===== config.mk =====
export PLATFORM = sky130hd
export DESIGN_NAME = multicycle_seq_ctrl
export DESIGN_NICKNAME = d
export VERILOG_FILES = /design/src/rtl/mcseq_pkg.sv /design/src/rtl/step_counter.sv /design/src/rtl/multicycle_seq_ctrl.sv
export SDC_FILE = /design/constraint.sdc
export NUM_CORES = 1
export LEC_CHECK = 0
export CAP_MARGIN = 20
export CELL_PAD_IN_SITES_DETAIL_PLACEMENT = 1
export CELL_PAD_IN_SITES_GLOBAL_PLACEMENT = 1
export CORE_MARGIN = 2
export CORE_UTILIZATION = 35
export CTS_CLUSTER_DIAMETER = 40
export DETAILED_ROUTE_END_ITERATION = 16
export PLACE_DENSITY_LB_ADDON = 0.1
export SLEW_MARGIN = 20
export SYNTH_ARGS = -nofsm -noshare
export SYNTH_HDL_FRONTEND = slang
export SYNTH_SLANG_ARGS = --single-unit

===== constraint.sdc =====
create_clock -name clk -period 4.15 [get_ports clk]
set_input_delay 0.415 -clock clk [delete_from_list [all_inputs] [get_ports clk]]
set_output_delay 0.415 -clock clk [all_outputs]
set_load 0.01 [all_outputs]

===== src/rtl/mcseq_pkg.sv =====
// Shared types and default constants for the multi-cycle instruction sequencer.
package mcseq_pkg;

  typedef enum logic [1:0] {
    IDLE = 2'd0,
    COPY = 2'd1,
    MUL  = 2'd2,
    DONE = 2'd3
  } mcseq_state_t;

  localparam int unsigned DEF_MUL_CYCLES = 32;
  localparam int unsigned DEF_MAX_LEN    = 1024;

endpackage : mcseq_pkg


===== src/rtl/step_counter.sv =====
// Up-counter with synchronous clear, increment enable and terminal-count compare.
module step_counter #(
  parameter int unsigned W = 8
) (
  input  logic         clk,
  input  logic         rst,
  input  logic         clr,
  input  logic         inc,
  input  logic [W-1:0] term_val,
  output logic [W-1:0] count,
  output logic         at_term
);

  // Clear has priority over increment; the controller never asks for both.
  always_ff @(posedge clk) begin
    if (rst || clr) begin
      count <= '0;
    end else if (inc) begin
      count <= count + W'(1);
    end
  end

  assign at_term = (count == term_val);

endmodule : step_counter


===== src/rtl/multicycle_seq_ctrl.sv =====
// Sequencer for MEMCOPY and MUL: holds the PC, steps the copy index or the
// multiplier step, and opens the writeback gate for a single retire cycle.
module multicycle_seq_ctrl
  import mcseq_pkg::*;
#(
  parameter int unsigned IDX_W      = 32,
  parameter int unsigned MUL_CYCLES = DEF_MUL_CYCLES,
  parameter int unsigned MAX_LEN    = DEF_MAX_LEN
) (
  input  logic                          clk,
  input  logic                          rst,
  input  logic                          memcopy,
  input  logic                          mul,
  input  logic [IDX_W-1:0]              copy_len,
  output logic                          pc_en,
  output logic                          wb_en,
  output logic                          copy_we,
  output logic [IDX_W-1:0]              copy_idx,
  output logic                          mul_start,
  output logic [$clog2(MUL_CYCLES)-1:0] mul_step,
  output logic                          busy,
  output logic                          done,
  output logic                          err
);

  localparam int unsigned STEP_W = $clog2(MUL_CYCLES);

  mcseq_state_t     state_q, state_d, cur_state;
  logic [IDX_W-1:0] len_q, len_d;
  logic             err_q, err_d;

  logic             len_over;
  logic [IDX_W-1:0] len_clamped;

  logic             idx_clr, idx_inc, idx_term;
  logic             step_clr, step_inc, step_term;
  logic [IDX_W-1:0] idx_q;
  logic [STEP_W-1:0] step_q;

  // Requested length clamped to the largest supported copy.
  assign len_over    = (copy_len > IDX_W'(MAX_LEN));
  assign len_clamped = len_over ? IDX_W'(MAX_LEN) : copy_len;

  // Copy element index; terminal at the last element of the latched length.
  step_counter #(.W(IDX_W)) u_idx_cnt (
    .clk      (clk),
    .rst      (rst),
    .clr      (idx_clr),
    .inc      (idx_inc),
    .term_val (len_q - IDX_W'(1)),
    .count    (idx_q),
    .at_term  (idx_term)
  );

  // Multiplier iteration; terminal at the final iteration.
  step_counter #(.W(STEP_W)) u_step_cnt (
    .clk      (clk),
    .rst      (rst),
    .clr      (step_clr),
    .inc      (step_inc),
    .term_val (STEP_W'(MUL_CYCLES - 1)),
    .count    (step_q),
    .at_term  (step_term)
  );

  // State, latched length and sticky error registers.
  always_ff @(posedge clk) begin
    if (rst) begin
      state_q <= IDLE;
      len_q   <= '0;
      err_q   <= 1'b0;
    end else begin
      state_q <= state_d;
      len_q   <= len_d;
      err_q   <= err_d;
    end
  end

  // Next-state and combinational outputs; reset cycle behaves as IDLE.
  always_comb begin
    state_d   = state_q;
    len_d     = len_q;
    err_d     = err_q;
    pc_en     = 1'b0;
    wb_en     = 1'b0;
    copy_we   = 1'b0;
    mul_start = 1'b0;
    busy      = 1'b0;
    done      = 1'b0;
    idx_clr   = 1'b0;
    idx_inc   = 1'b0;
    step_clr  = 1'b0;
    step_inc  = 1'b0;
    cur_state = rst ? IDLE : state_q;

    case (cur_state)
      IDLE: begin
        idx_clr  = 1'b1;
        step_clr = 1'b1;
        if (memcopy) begin
          // MEMCOPY wins when both decodes are present; that case is flagged.
          len_d = len_clamped;
          if (len_over || mul) begin
            err_d = 1'b1;
          end
          state_d = (len_clamped != '0) ? COPY : DONE;
        end else if (mul) begin
          mul_start = !rst;
          state_d   = MUL;
        end else begin
          pc_en = 1'b1;
          wb_en = 1'b1;
        end
      end
      COPY: begin
        copy_we = 1'b1;
        busy    = 1'b1;
        if (idx_term) begin
          state_d = DONE;
        end else begin
          idx_inc = 1'b1;
        end
      end
      MUL: begin
        busy = 1'b1;
        if (step_term) begin
          state_d = DONE;
        end else begin
          step_inc = 1'b1;
        end
      end
      DONE: begin
        pc_en   = 1'b1;
        wb_en   = 1'b1;
        done    = 1'b1;
        state_d = IDLE;
      end
      default: begin
        state_d = IDLE;
      end
    endcase
  end

  assign copy_idx = idx_q;
  assign mul_step = step_q;
  assign err      = err_q;

endmodule : multicycle_seq_ctrl


# After elaboration in Yosys (flattened, before gate mapping)
# Index checks and enable logic that the tools add are counted.
# word_totals
ff_bits,72
inputBits,36
out_inout_bits,44
word_cells,48
# op_classes
n_addsub,3
order_cmp,1
eq_ne,8
n_mux,22
n_reduce_logical,9
# op_table
cell,n
$add A32 B1 Y32 const B,1
$eq A32 B32 Y1,1
$gt A32 B11 Y1 const B,1
$mux W32,1
$reduce_bool A32 Y1,1
$sub A32 B1 Y32 const B,1
$mux W1,13
$mux W2,6
$pmux W2 S4,1
$reduce_and A3 Y1,2
$add A5 B1 Y5 const B,1
$eq A5 B5 Y1 const B,1
$eq A2 B2 Y1 const B,2
$ne A2 B2 Y1 const B,2
$ne A3 B3 Y1 const B,1
$eq A2 B1 Y1 const B,1
$logic_not A2 Y1,1
$logic_or A1 B1 Y1,2
$pmux W1 S2,1
$reduce_and A2 Y1,1
$reduce_or A2 Y1,1
$logic_not A1 Y1,1

# Logic depth before layout (Yosys ltp)
# logic_depth
ltp_word,6
mapped_depth,13
ltp_nobuf,11

# Modules after synthesis
# A second synthesis with hierarchy kept.
# hier_totals
hier_cells,471
area_unflattened_um2,4076.4
# by_module_without_submodules
module,n_inst,cells_per_inst,area_each_um2
multicycle_seq_ctrl,1,218,1940.6
step_counter (u_idx_cnt),1,227,1883.1
step_counter (u_step_cnt),1,26,252.7

# Worst setup path before layout
# No wires, ideal clock.
# synth_timing
kind,register -> register
startpoint,register len_q[17]
endpoint,register state_q[0]
setup_time_ns,0.123
arrival_ns,2.867
slack_ns,1.160
stages_incl_launch_ff,12
period_less_slack_ns,2.990
path_cell_list,dfxtp_1 or4_1 buf_2 or3_1 a2111oi_0 o22ai_1 a211oi_1 nand4_2 nor2_4 buf_6 o21ai_2 mux2_1
# synth_between
elab_chain_len,4
# synth_rtl
item,line_no,rtl
from (decl),multicycle_seq_ctrl.sv:29,"logic [IDX_W-1:0] len_q, len_d;"
from (signal assigned),multicycle_seq_ctrl.sv:74,len_q <= len_d;
$sub A32 B1 Y32,multicycle_seq_ctrl.sv:50,".term_val (len_q - IDX_W'(1)),"
$eq A32 B32 Y1,step_counter.sv:23,assign at_term = (count == term_val);
$ne A2 B2 Y1 (no line),-,
$reduce_and A3 Y1 (no line),-,
to (signal assigned),multicycle_seq_ctrl.sv:73,state_q <= state_d;
to (decl),multicycle_seq_ctrl.sv:28,"mcseq_state_t state_q, state_d, cur_state;"
# No other way between the ends.
# A chain may end at the register's enable or synchronous reset.

# Final worst setup path
# Ends and elaborated chain as after synthesis.

==> metrics.md <==
| Metric | Value |
|---|---|
| Status | finished clean |
| Die outline height | about 110 um |
| Synthesized flop and latch total | 72 |
| # fillers | approximately 1.4k |
| Final-report setup violation count | 0 |
| Ys Warns | 0 |
| Crit-path cells | or4_1 -> or3_1 -> a2111oi_0 -> o22ai_1 -> a211oi_1 -> nand4_2 -> nor2_4 -> o21ai_2 -> mux2_1 |
| Tcrit/Tclk final | 0.8911 |
| Pin count of the biggest net entering global routing | 33 |
| TritonRoute pass-1 iters | 4 |
| CTS tree | done |
| Crit-path slowest cell | or4_1 |
| Final total negative setup slack | 0 ps |
| Most frequent cell after synthesis | dfxtp_1 |
| Worst rel slew slack | 0.4595 |
| CP arrival | 3920 ps |
| Syn Area/Cell | ~8.1 sq um |
| Global-route wire length before repair | 22950 um |
| Setup ws final | about 450 ps |
| Core Box Area | approximately 12000 sq um |
| Clock buffer count from CTS | 9 |
| Vias per std cell | approximately 5.7 |
| Clk_skew | between 4 and 5 ps |
| Core Rows | 40 |
| Worst setup EP type | flop |
| Final min period | between 3000 and 4000 ps |
| RSZ-0062 raised after global routing | no |
| Leakage | a little under 2 nW |
| Synth async-reset ratio | 0 |
| GPL Wtd Cong | just under 0.9 |
| Die X | between 100 and 150 um |
| Startpoint Class | flop |
| DP Wirelength | 10440 um |
| Yosys top cell area share | 0.3386 |
| Commonest register cell after synthesis | dfxtp_1 |
| Initial antenna violation count | 0 |
| Layout area overhead | 28.01% |
| Required @ worst endpoint | about 4400 ps |
| Max IR drop VDD | about 0.17 mV |
| Main combinational cell family by area after synthesis | simple AND/OR/NAND/NOR gates |
| Drt initial violations | approximately 220 |
| Most frequent cells after synthesis | dfxtp_1 (72), a21oi_1 (42), nand2_1 (39) |
| Worst Max-Slew Pin Slew | a little over 800 ps |
| Total number of vias | between 4k and 5k |
| Die area | about 13000 sq um |
| Xor/xnor share of the synthesized area | 0.09671 |
| Number of setup buffers added after CTS | 0 |
| Total power | 1.652 mW |
| Multi-input gate area | 2633 sq um |
| Cells after Synth | 525 |
| Post-synthesis mux area share | 0.01705 |
| Wire length per cell | approximately 19 um |
| Final ANT Viol Nets | 0 |
| Port Buf Inserts | between 70 and 80 |
| GR Overflow Total | 0 |
| Layout cells sized above 1 | 0.06208 |
| Clock transition at path regs | approximately 60 ps |
| GRT Resource Usage Total | 0.2233 |
| Simple-gate share of the synthesized area | 0.3354 |
| # diodes | 0 |
| Sequential element share of the synthesized area | 0.3386 |
| Setup CP Type | flop to flop |
| Max-Cap Viols | 0 |
| Worst Hold Class | flop to flop |
| Hold_buf cts | 0 |
| Syn nets | 569 |
| Highest clock rate | between 200 and 300 MHz |
| Pre-CTS setup slack | roughly 530 ps |
| CP max stage delay | 680 ps |
| Final Core Density | 0.4555 |
| CTS max path bufs | 2 |
| Synth area leaders | dfxtp_1 (34%), xnor2_1 (6.0%), a21oi_1 (4.9%) |
| Post-Synthesis Cell Area | 4257 sq um |
| CTS root buf | clkbuf_16 |
| TritonCTS Sinks | just over 70 |
| Cts repair resizes | 0 |
| Final Slew Violations | 0 |
| Depth of the CTS H-tree | 3 |
| PwrDens | about 300 nW/um^2 |
| Count of unique library cells instantiated by Yosys | 57 |
| Nets | about 640 |
| Reg area | around 1400 sq um |
| Final WL | 13760 um |
| CP top delay family | simple AND/OR/NAND/NOR gates |
| # IOs | 80 |
| Initial Utilization | 0.3559 |
| Hold Vio Cnt, Final | 0 |
| Post-synth EDFFs | 0 |
| Crit path max fanout | 16 |
| Clock latency on the worst-skew pair | roughly 340 ps |
| Worst Path Buf+Inv | 0 |
| Post-route DRC | 0 |
| Adder-cell share of the synthesized area | 0.02352 |
| Area leader, netlist | dfxtp_1 |
| Complex-gate fraction of the synthesized area | 0.1458 |
| Number of global-route vias before repair | ~4.4k |
[placed cells by master, fill, tap and decap left out, types with 2 or more instances in the layout]
master           count
dfxtp_1             72
a21oi_1             42
o21ai_1             10
buf_12               2
or3_1               27
nor3_1              14
and4_1               2
nand2_1             39
inv_1                7
nand4_1             14
or4_4                3
xnor2_1             29
ha_1                 8
clkbuf_16            9
and2_1              24
clkbuf_1             2
and3_1              13
nor4_1              20
xor2_1              18
o31ai_1              8
nand3_1             26
nand2b_1             5
o21ai_0             15
nor2b_1              3
o41ai_1              3
or4_1               14
buf_4                6
nor4b_1              2
o22ai_1              2
nor3b_1              3
mux2i_1              5
nor4_2               3
o21ai_2              2
nor2_1              29
or2_2                4
clkdlybuf4s50_1     79
a31oi_1              3
o211ai_1             6
[cell type report]
type	instances	area share
Clock buffer	12	0.04524
Timing Repair Buffer	87	0.1607
Inverter	7	0.004822
Tap cell	147	0.03375
Multi-Input combinational cell	415	0.4831
Sequential cell	72	0.2645
Clock inverter	3	0.007807
[tightest hold or removal path: stages (launching register included)]
cell,delay [ps]
dfxtp_1,330
a21oi_1,40
nor2_1,70
[worst paths after layout]
kind | cells after the start | to | from | slack (ps)
worst max-delay path | 9 | state_q[0] | len_q[17] | 450
worst min-delay path | 2 | err | err | 480
worst max register to register | 9 | state_q[0] | len_q[17] | 450
worst min register to register | 2 | err | err | 480
[layer usage]
layer | wire length [um] | vias to the layer above | GRT usage
li1 | - | 2055 | -
met1 | 6504 | 2057 | 0.2960
met2 | 6580 | 72 | 0.3683
met3 | 414 | 23 | 0.03970
met4 | 261 | 0 | 0.07398
met5 | 0 | - | 0
[registers in the layout, indices dropped and copies added, names as in the netlist]
signal,count
u_step_cnt.count,5
err,1
len_q,32
u_idx_cnt.count,32
state_q,2
[logic make-up after synthesis]
family | after synthesis
muxes | 7
xor gates and xnor gates | 47
DFF | 72
and+or+nand+nor | 250
adders and majority gates | 8
AOI/OAI and AO/OA | 103
buffers and inverters | 38
[where the power goes]
group,switching [mW],internal (mW)
sequential,0.00419,0.697
clock,0.300,0.478
combinational,0.0902,0.0837
total,0.394,1.26
[per-stage QoR]
stage                     hold slack (ps)  area [sq um]  instances
final                               481.0          5449        743
after global routing                503.4          5449        743
after global placement              453.3          5160        728
after detailed placement            462.6          5160        728
after floorplan                     450.1          4257        525
after CTS                           479.3          5449        743
(Power assumes the default switching activity.)
